## src/rtl/mmio_uart_tx_pkg.sv

```systemverilog
// Shared constants for the memory-mapped UART transmitter: register offsets, STATUS bit layout,
// store size codes and the transmit FSM encoding.
package mmio_uart_tx_pkg;

  localparam logic [1:0] OFF_TXDATA = 2'd0;
  localparam logic [1:0] OFF_STATUS = 2'd1;
  localparam logic [1:0] OFF_BAUD   = 2'd2;
  localparam logic [1:0] OFF_RSVD   = 2'd3;

  localparam int unsigned ST_FULL    = 0;
  localparam int unsigned ST_EMPTY   = 1;
  localparam int unsigned ST_BUSY    = 2;
  localparam int unsigned ST_OVF     = 3;
  localparam int unsigned ST_CNT_LSB = 4;

  localparam logic [2:0] F3_SB = 3'b000;
  localparam logic [2:0] F3_SH = 3'b001;
  localparam logic [2:0] F3_SW = 3'b010;

  typedef enum logic [1:0] {
    StIdle  = 2'd0,
    StStart = 2'd1,
    StData  = 2'd2,
    StStop  = 2'd3
  } tx_state_e;

  // A divisor of zero would never end a bit, so it is stored as one.
  function automatic logic [15:0] div_fix(input logic [15:0] d);
    return (d == 16'd0) ? 16'd1 : d;
  endfunction

endpackage

```

## src/rtl/mmio_uart_tx_sync_fifo.sv

```systemverilog
// Synchronous first-word-fall-through FIFO; simultaneous push and pop are legal, also when full.
module sync_fifo #(
  parameter int unsigned WIDTH = 8,
  parameter int unsigned DEPTH = 8,
  localparam int unsigned AW = $clog2(DEPTH),
  localparam int unsigned CW = AW + 1
) (
  input  logic             i_clk,
  input  logic             i_rst,
  input  logic             i_push,
  input  logic             i_pop,
  input  logic [WIDTH-1:0] i_data,
  output logic [WIDTH-1:0] o_data,
  output logic             o_full,
  output logic             o_empty,
  output logic [CW-1:0]    o_count
);

  localparam logic [CW-1:0] FULL_CNT = CW'(DEPTH);

  logic [WIDTH-1:0] r_mem [DEPTH];
  logic [CW-1:0]    r_wptr, r_rptr;
  logic             w_do_push, w_do_pop;

  assign o_count   = r_wptr - r_rptr;
  assign o_full    = (o_count == FULL_CNT);
  assign o_empty   = (o_count == '0);
  assign w_do_pop  = i_pop && !o_empty;
  assign w_do_push = i_push && (!o_full || w_do_pop);
  assign o_data    = r_mem[r_rptr[AW-1:0]];

  always_ff @(posedge i_clk) begin
    if (i_rst) begin
      r_wptr <= '0;
      r_rptr <= '0;
    end else begin
      if (w_do_push) r_wptr <= r_wptr + CW'(1);
      if (w_do_pop)  r_rptr <= r_rptr + CW'(1);
    end
  end

  always_ff @(posedge i_clk) begin
    if (w_do_push) r_mem[r_wptr[AW-1:0]] <= i_data;
  end

endmodule

```

## src/rtl/mmio_uart_tx.sv

```systemverilog
// Memory-mapped 8N1 UART transmitter: register decode, TX FIFO, baud counter, shifter and FSM.
module mmio_uart_tx
  import mmio_uart_tx_pkg::*;
#(
  parameter logic [31:0] BASE_ADDR   = 32'hFFFF_FF00,
  parameter int unsigned FIFO_DEPTH  = 8,
  parameter logic [15:0] DEFAULT_DIV = 16'd104
) (
  input  logic        clk,
  input  logic        rst,
  input  logic        write_mem,
  input  logic [2:0]  funct3,
  input  logic [31:0] write_address,
  input  logic [31:0] write_data,
  input  logic [31:0] read_address,
  output logic [31:0] read_data,
  output logic        read_hit,
  output logic        tx
);

  localparam int unsigned CW = $clog2(FIFO_DEPTH) + 1;

  tx_state_e   r_state, w_state_nxt;
  logic [7:0]  r_shift, w_shift_nxt;
  logic [2:0]  r_bit_cnt, w_bit_cnt_nxt;
  logic [15:0] r_baud_cnt, w_baud_cnt_nxt;
  logic [15:0] r_bit_div, w_bit_div_nxt;
  logic [15:0] r_baud_div, w_baud_new;
  logic        r_tx, w_tx_nxt;
  logic        r_overflow;
  logic [31:0] r_read_data, w_rd_word;
  logic        r_read_hit;

  logic          w_wr_hit, w_rd_hit, w_push, w_pop, w_bit_end;
  logic          w_full, w_empty;
  logic [7:0]    w_fifo_data;
  logic [CW-1:0] w_count;
  logic          w_unused;

  assign w_wr_hit  = write_mem && (write_address[31:4] == BASE_ADDR[31:4]);
  assign w_rd_hit  = (read_address[31:4] == BASE_ADDR[31:4]);
  assign w_push    = w_wr_hit && (write_address[3:2] == OFF_TXDATA);
  assign w_bit_end = (r_baud_cnt == r_bit_div - 16'd1);
  assign w_unused  = ^{write_address[1:0], read_address[1:0], write_data[31:16]};

  sync_fifo #(
    .WIDTH(8),
    .DEPTH(FIFO_DEPTH)
  ) u_fifo (
    .i_clk   (clk),
    .i_rst   (rst),
    .i_push  (w_push),
    .i_pop   (w_pop),
    .i_data  (write_data[7:0]),
    .o_data  (w_fifo_data),
    .o_full  (w_full),
    .o_empty (w_empty),
    .o_count (w_count)
  );

  always_comb begin
    w_state_nxt    = r_state;
    w_shift_nxt    = r_shift;
    w_bit_cnt_nxt  = r_bit_cnt;
    w_baud_cnt_nxt = r_baud_cnt;
    w_bit_div_nxt  = r_bit_div;
    w_pop          = 1'b0;
    case (r_state)
      StIdle: begin
        if (!w_empty) begin
          w_pop          = 1'b1;
          w_shift_nxt    = w_fifo_data;
          w_bit_div_nxt  = r_baud_div;
          w_baud_cnt_nxt = '0;
          w_state_nxt    = StStart;
        end
      end
      StStart: begin
        w_baud_cnt_nxt = r_baud_cnt + 16'd1;
        if (w_bit_end) begin
          w_baud_cnt_nxt = '0;
          w_bit_cnt_nxt  = '0;
          w_state_nxt    = StData;
        end
      end
      StData: begin
        w_baud_cnt_nxt = r_baud_cnt + 16'd1;
        if (w_bit_end) begin
          w_baud_cnt_nxt = '0;
          if (r_bit_cnt == 3'd7) begin
            w_state_nxt = StStop;
          end else begin
            w_bit_cnt_nxt = r_bit_cnt + 3'd1;
            w_shift_nxt   = {1'b0, r_shift[7:1]};
          end
        end
      end
      StStop: begin
        w_baud_cnt_nxt = r_baud_cnt + 16'd1;
        if (w_bit_end) begin
          w_baud_cnt_nxt = '0;
          // Back-to-back frames: the next start bit follows the stop bit with no idle gap.
          if (!w_empty) begin
            w_pop         = 1'b1;
            w_shift_nxt   = w_fifo_data;
            w_bit_div_nxt = r_baud_div;
            w_state_nxt   = StStart;
          end else begin
            w_state_nxt = StIdle;
          end
        end
      end
      default: w_state_nxt = StIdle;
    endcase

    case (w_state_nxt)
      StStart: w_tx_nxt = 1'b0;
      StData:  w_tx_nxt = w_shift_nxt[0];
      default: w_tx_nxt = 1'b1;
    endcase
  end

  always_comb begin
    w_baud_new = (funct3 == F3_SB) ? {r_baud_div[15:8], write_data[7:0]} : write_data[15:0];
    w_rd_word  = '0;
    if (w_rd_hit) begin
      case (read_address[3:2])
        OFF_STATUS: begin
          w_rd_word[ST_FULL]               = w_full;
          w_rd_word[ST_EMPTY]              = w_empty;
          w_rd_word[ST_BUSY]               = (r_state != StIdle);
          w_rd_word[ST_OVF]                = r_overflow;
          w_rd_word[ST_CNT_LSB+3:ST_CNT_LSB] = 4'(w_count);
        end
        OFF_BAUD: w_rd_word[15:0] = r_baud_div;
        default:  w_rd_word = '0;
      endcase
    end
  end

  always_ff @(posedge clk) begin
    if (rst) begin
      r_state     <= StIdle;
      r_shift     <= '0;
      r_bit_cnt   <= '0;
      r_baud_cnt  <= '0;
      r_bit_div   <= DEFAULT_DIV;
      r_tx        <= 1'b1;
      r_baud_div  <= DEFAULT_DIV;
      r_overflow  <= 1'b0;
      r_read_data <= '0;
      r_read_hit  <= 1'b0;
    end else begin
      r_state     <= w_state_nxt;
      r_shift     <= w_shift_nxt;
      r_bit_cnt   <= w_bit_cnt_nxt;
      r_baud_cnt  <= w_baud_cnt_nxt;
      r_bit_div   <= w_bit_div_nxt;
      r_tx        <= w_tx_nxt;
      r_read_data <= w_rd_word;
      r_read_hit  <= w_rd_hit;
      if (w_wr_hit && (write_address[3:2] == OFF_BAUD)) r_baud_div <= div_fix(w_baud_new);
      if (w_push && w_full && !w_pop) begin
        r_overflow <= 1'b1;
      end else if (w_wr_hit && (write_address[3:2] == OFF_STATUS) && write_data[ST_OVF]) begin
        r_overflow <= 1'b0;
      end
    end
  end

  assign read_data = r_read_data;
  assign read_hit  = r_read_hit;
  assign tx        = r_tx;

endmodule

```

## config.mk

```make
export PLATFORM = sky130hd
export DESIGN_NAME = mmio_uart_tx
export DESIGN_NICKNAME = d
export VERILOG_FILES = /design/src/rtl/mmio_uart_tx_pkg.sv /design/src/rtl/mmio_uart_tx_sync_fifo.sv /design/src/rtl/mmio_uart_tx.sv
export SDC_FILE = /design/constraint.sdc
export NUM_CORES = 1
export LEC_CHECK = 0
export ABC_CLOCK_PERIOD_IN_PS = 3900
export CAP_MARGIN = 20
export CORE_ASPECT_RATIO = 0.7
export CORE_MARGIN = 10
export CORE_UTILIZATION = 25
export CTS_CLUSTER_SIZE = 10
export DETAILED_ROUTE_END_ITERATION = 7
export DONT_BUFFER_PORTS = 1
export PLACE_DENSITY = 0.42
export SYNTH_ARGS = -nofsm -noshare
export SYNTH_HDL_FRONTEND = slang
export SYNTH_SLANG_ARGS = --single-unit
```

## constraint.sdc

```tcl
create_clock -name clk -period 3.9 [get_ports clk]
set_input_delay 0.78 -clock clk [delete_from_list [all_inputs] [get_ports clk]]
set_output_delay 0.78 -clock clk [all_outputs]
set_load 0.02 [all_outputs]
```

==> metrics.md <==
| Metric | Value |
|---|---|
| Total Wirelength | 19400 microns |
| CP endpoint kind | flop |
| Compound-Gate Fraction of Synth Area | 10.1% |
| Status | finished clean |
| Core box area | 0.0290 sq mm |
| Hold WS | 0.435 ns |
| Multiplexer area fraction after synthesis | 10.4% |
| # rows | 52 |
| RSZ-0062 raised after global routing | false |
| Layout Nets | 776 |
| Reg-to-reg slack, setup | 0.28 ns |
| H-tree depth | 4 |
| Worst-Skew Late Latency | 0.43 ns |
| Simple-gate area share of the yosys netlist | 15.5% |
| Syn_area_per_cell | 11.4 sq um |
| Clk root buf | clkbuf_16 |
| Max Fanout on Critical Path | 8 |
| Initial core utilization | 25.5% |
| Number of synthesis warnings | 0 |
| Cells on worst reg2reg path | 12 |
| Pwr Density | 563 mW/mm^2 |
| Post-synth cell types | 78 |
| Post-CTS Hold Fix Bufs | 0 |
| Clk_skew | 0.0173 ns |
| TritonCTS buffer count | 17 |
| Final HPWL from detailed placement | 14500 microns |
| Post-synth EDFFs | 64 |
| FF-to-FF End | u_fifo.r_mem[4][2] |
| Reg2Reg Launch Point | r_bit_div[1] |
| Worst Max-Slew Pin Slew | 0.883 ns |
| CP arrival | 3.75 ns |
| Setup crit start kind | flop |
| WHS Endpoint | r_bit_cnt[2] |
| CP Launch Point | r_bit_div[1] |
| GRT Total Usage | 10.5% |
| Layout cells sized above 1 | 12.7% |
| Vias per inst | 4.74 |
| Resized cells post-CTS | 0 |
| Share of flip-flops with an asynchronous set or reset | 0% |
| Main combinational cell family by area after synthesis | simple AND/OR/NAND/NOR gates |
| Largest net degree at the start of global routing | 58 |
| #FFs+latches synth | 155 |
| CTS sink count | 155 |
| GPL Wtd Cong | 0.776 |
| Final setup fails | 0 |
| Design Area, Final | 0.00837 sq mm |
| Inst Count DP | 1015 |
| Worst vdd ir | 0.266 mV |
| Sequential-to-total area share from yosys stat | 50.7% |
| Post-Syn Area | 0.00739 sq mm |
| Pins Over Slew Limit | 0 |
| Non-filler cells, final | 1047 |
| Post-Synth XOR/XNOR Area | 4.74% |
| Worst Hold Class | in -> reg |
| TritonCTS clock tree | built |
| Slew margin rel. | 40.7% |
| Hold Fails Final Rpt | 0 |
| Via count | 4960 |
| Placed cell area | 0.00776 sq mm |
| Post-CTS setup buffers | 0 |
| Fin crit period | 3.62 ns |
| Period Utilization, post-route | 92.9% |
| Area Overhead vs Synth | 13.3% |
| Final ANT Viol Nets | 0 |
| Leakage power | 2.96 nW |
| Adder-cell share of the synthesized area | 3.15% |
| Setup CP Type | reg -> reg |
| DR DRC count | 0 |
| Drt wl/cell | 18.6 microns |
| Hold path start | rst |
| Die W | 225 microns |
| Antenna fix cells | 0 |
| Num ports | 136 |
| TritonRoute pass-1 iters | 5 |
| Number of port buffers | 0 |
| Worst EP required | 4.03 ns |
| Iteration-0 DRC Markers | 355 |
| Post-Synthesis Cells | 649 |
| Die area | 0.0369 sq mm |
| Initial antenna violation count | 0 |
| Worst hold stages | 1 |
| Worst-path clk slew | 0.07 ns |
| Fill cells | 2982 |
| First-pass GRT wire length | 29900 microns |
| Pwr Total | 4.71 mW |
| CTS max path bufs | 2 |
| Fmax | 276 MHz |
| Max cap viols | 0 |
| GRT overflow | 0 |
| DIE HEIGHT | 164 microns |
| Vias in the first global route | 5096 |
| Primary FF master, synth | dfxtp_1 |
[registers in the layout, summed over array words and instances, names as in the netlist, named ones only]
register and flops:
u_fifo.r_mem 64, r_baud_cnt 16, r_baud_div 16, r_bit_div 16, read_data 16, r_shift 8, u_fifo.r_rptr 4, u_fifo.r_wptr 4
r_bit_cnt 3, r_state 2, r_overflow 1, read_hit 1, tx 1
[where the power goes]
group,internal [mW],switching (mW)
clock network,0.961,0.733
registers,1.75,0.0857
logic,0.481,0.698
total,3.20,1.52
[worst max-delay path, cell delays in order, from the launching register on]
cell and delay [ns]:
dfxtp_1 0.33, inv_1 0.06, ha_1 0.24, nor4b_2 0.28, and4b_4 0.33, mux2_1 0.35
mux2i_2 0.20, a32oi_4 0.14, o41ai_4 0.36, nand2_1 0.10, a211o_1 0.42, nor4_1 0.27
buf_4 0.25
[cell families (layout without fill, tap and decap cells)]
| kind of cell | Yosys count | after routing |
|---|---|---|
| AOI/OAI and AO/OA | 94 | 94 |
| DFF | 155 | 155 |
| and+or+nand+nor | 213 | 213 |
| buffers and inverters | 72 | 77 |
| muxes | 56 | 56 |
| other | 1 | 16 |
| xor gates and xnor gates | 40 | 40 |
| adders and majority gates | 18 | 18 |
[stage by stage]
step	util, %	setup slack [ns]	TNS [ns]
finish	28.8	0.275	0
CTS	28.8	0.210	0
global placement	26.7	0.272	0
floorplan	-	-0.00617	-0.345
detailed placement	26.7	0.220	0
global route	28.8	0.0216	0
[layer usage]
| layer | wire length (microns) | track usage (%) |
|---|---|---|
| met2 | 8610 | 15.7 |
| met3 | 733 | 2.58 |
| met1 | 9840 | 14.6 |
| met4 | 241 | 3.40 |
| met5 | 0 | 0 |
[synth_stat cells (3+ instances only)]
master,n,area [sq um]
nand3b_1,3,22.5
o21ai_0,11,55.1
or3_1,4,25.0
and4_1,3,26.3
and3_1,15,93.8
a211oi_1,3,22.5
a22oi_1,15,113
nor2_1,79,297
nand2_1,25,93.8
edfxtp_1,64,1920
o2bb2ai_1,6,52.6
nor3_1,6,30.0
a21oi_1,12,60.1
a31oi_1,3,18.8
clkbuf_1,18,67.6
a211o_1,9,78.8
xor2_1,24,210
xnor2_1,16,140
mux4_2,16,360
nor2b_1,3,18.8
nand3_1,19,95.1
o31ai_1,3,22.5
nand4_1,15,93.8
or4_1,6,45.0
dfxtp_1,91,1820
ha_1,17,213
nor4_1,12,75.1
nand2b_1,5,31.3
inv_1,28,105
a22o_1,6,52.6
buf_4,17,128
mux2i_1,35,350
[final cells by class]
type	instances	area, sq um	area share [%]
clock buffers	21	504	6.02
clock inverters	11	108	1.29
repair buffers	17	128	1.52
multi-input cells	437	3310	39.5
well taps	378	473	5.65
flip-flops and latches	155	3740	44.7
inverters	28	105	1.26
[placed cells by master (no fill, tap or decap), types with 17 or more instances in the layout]
cell type and instances:
dfxtp_1 91, nor2_1 79, edfxtp_1 64, mux2i_1 35, inv_1 28, nand2_1 25, xor2_1 24, clkbuf_16 20
nand3_1 19, ha_1 17, buf_4 17
[worst max-delay path by stage]
stage | end | slack [ns] | cells after the start
6_report | u_fifo.r_mem[4][2] | 0.28 | 12
2_1_floorplan | u_fifo.r_mem[0][0] | -0.006 | 11
4_1_cts | u_fifo.r_mem[4][3] | 0.21 | 12
5_1_grt | u_fifo.r_mem[1][2] | 0.02 | 12
3_5_place_dp | u_fifo.r_mem[4][6] | 0.22 | 12
3_3_place_gp | u_fifo.r_mem[4][3] | 0.27 | 12
No activity file was read; power rests on OpenSTA's default activity.
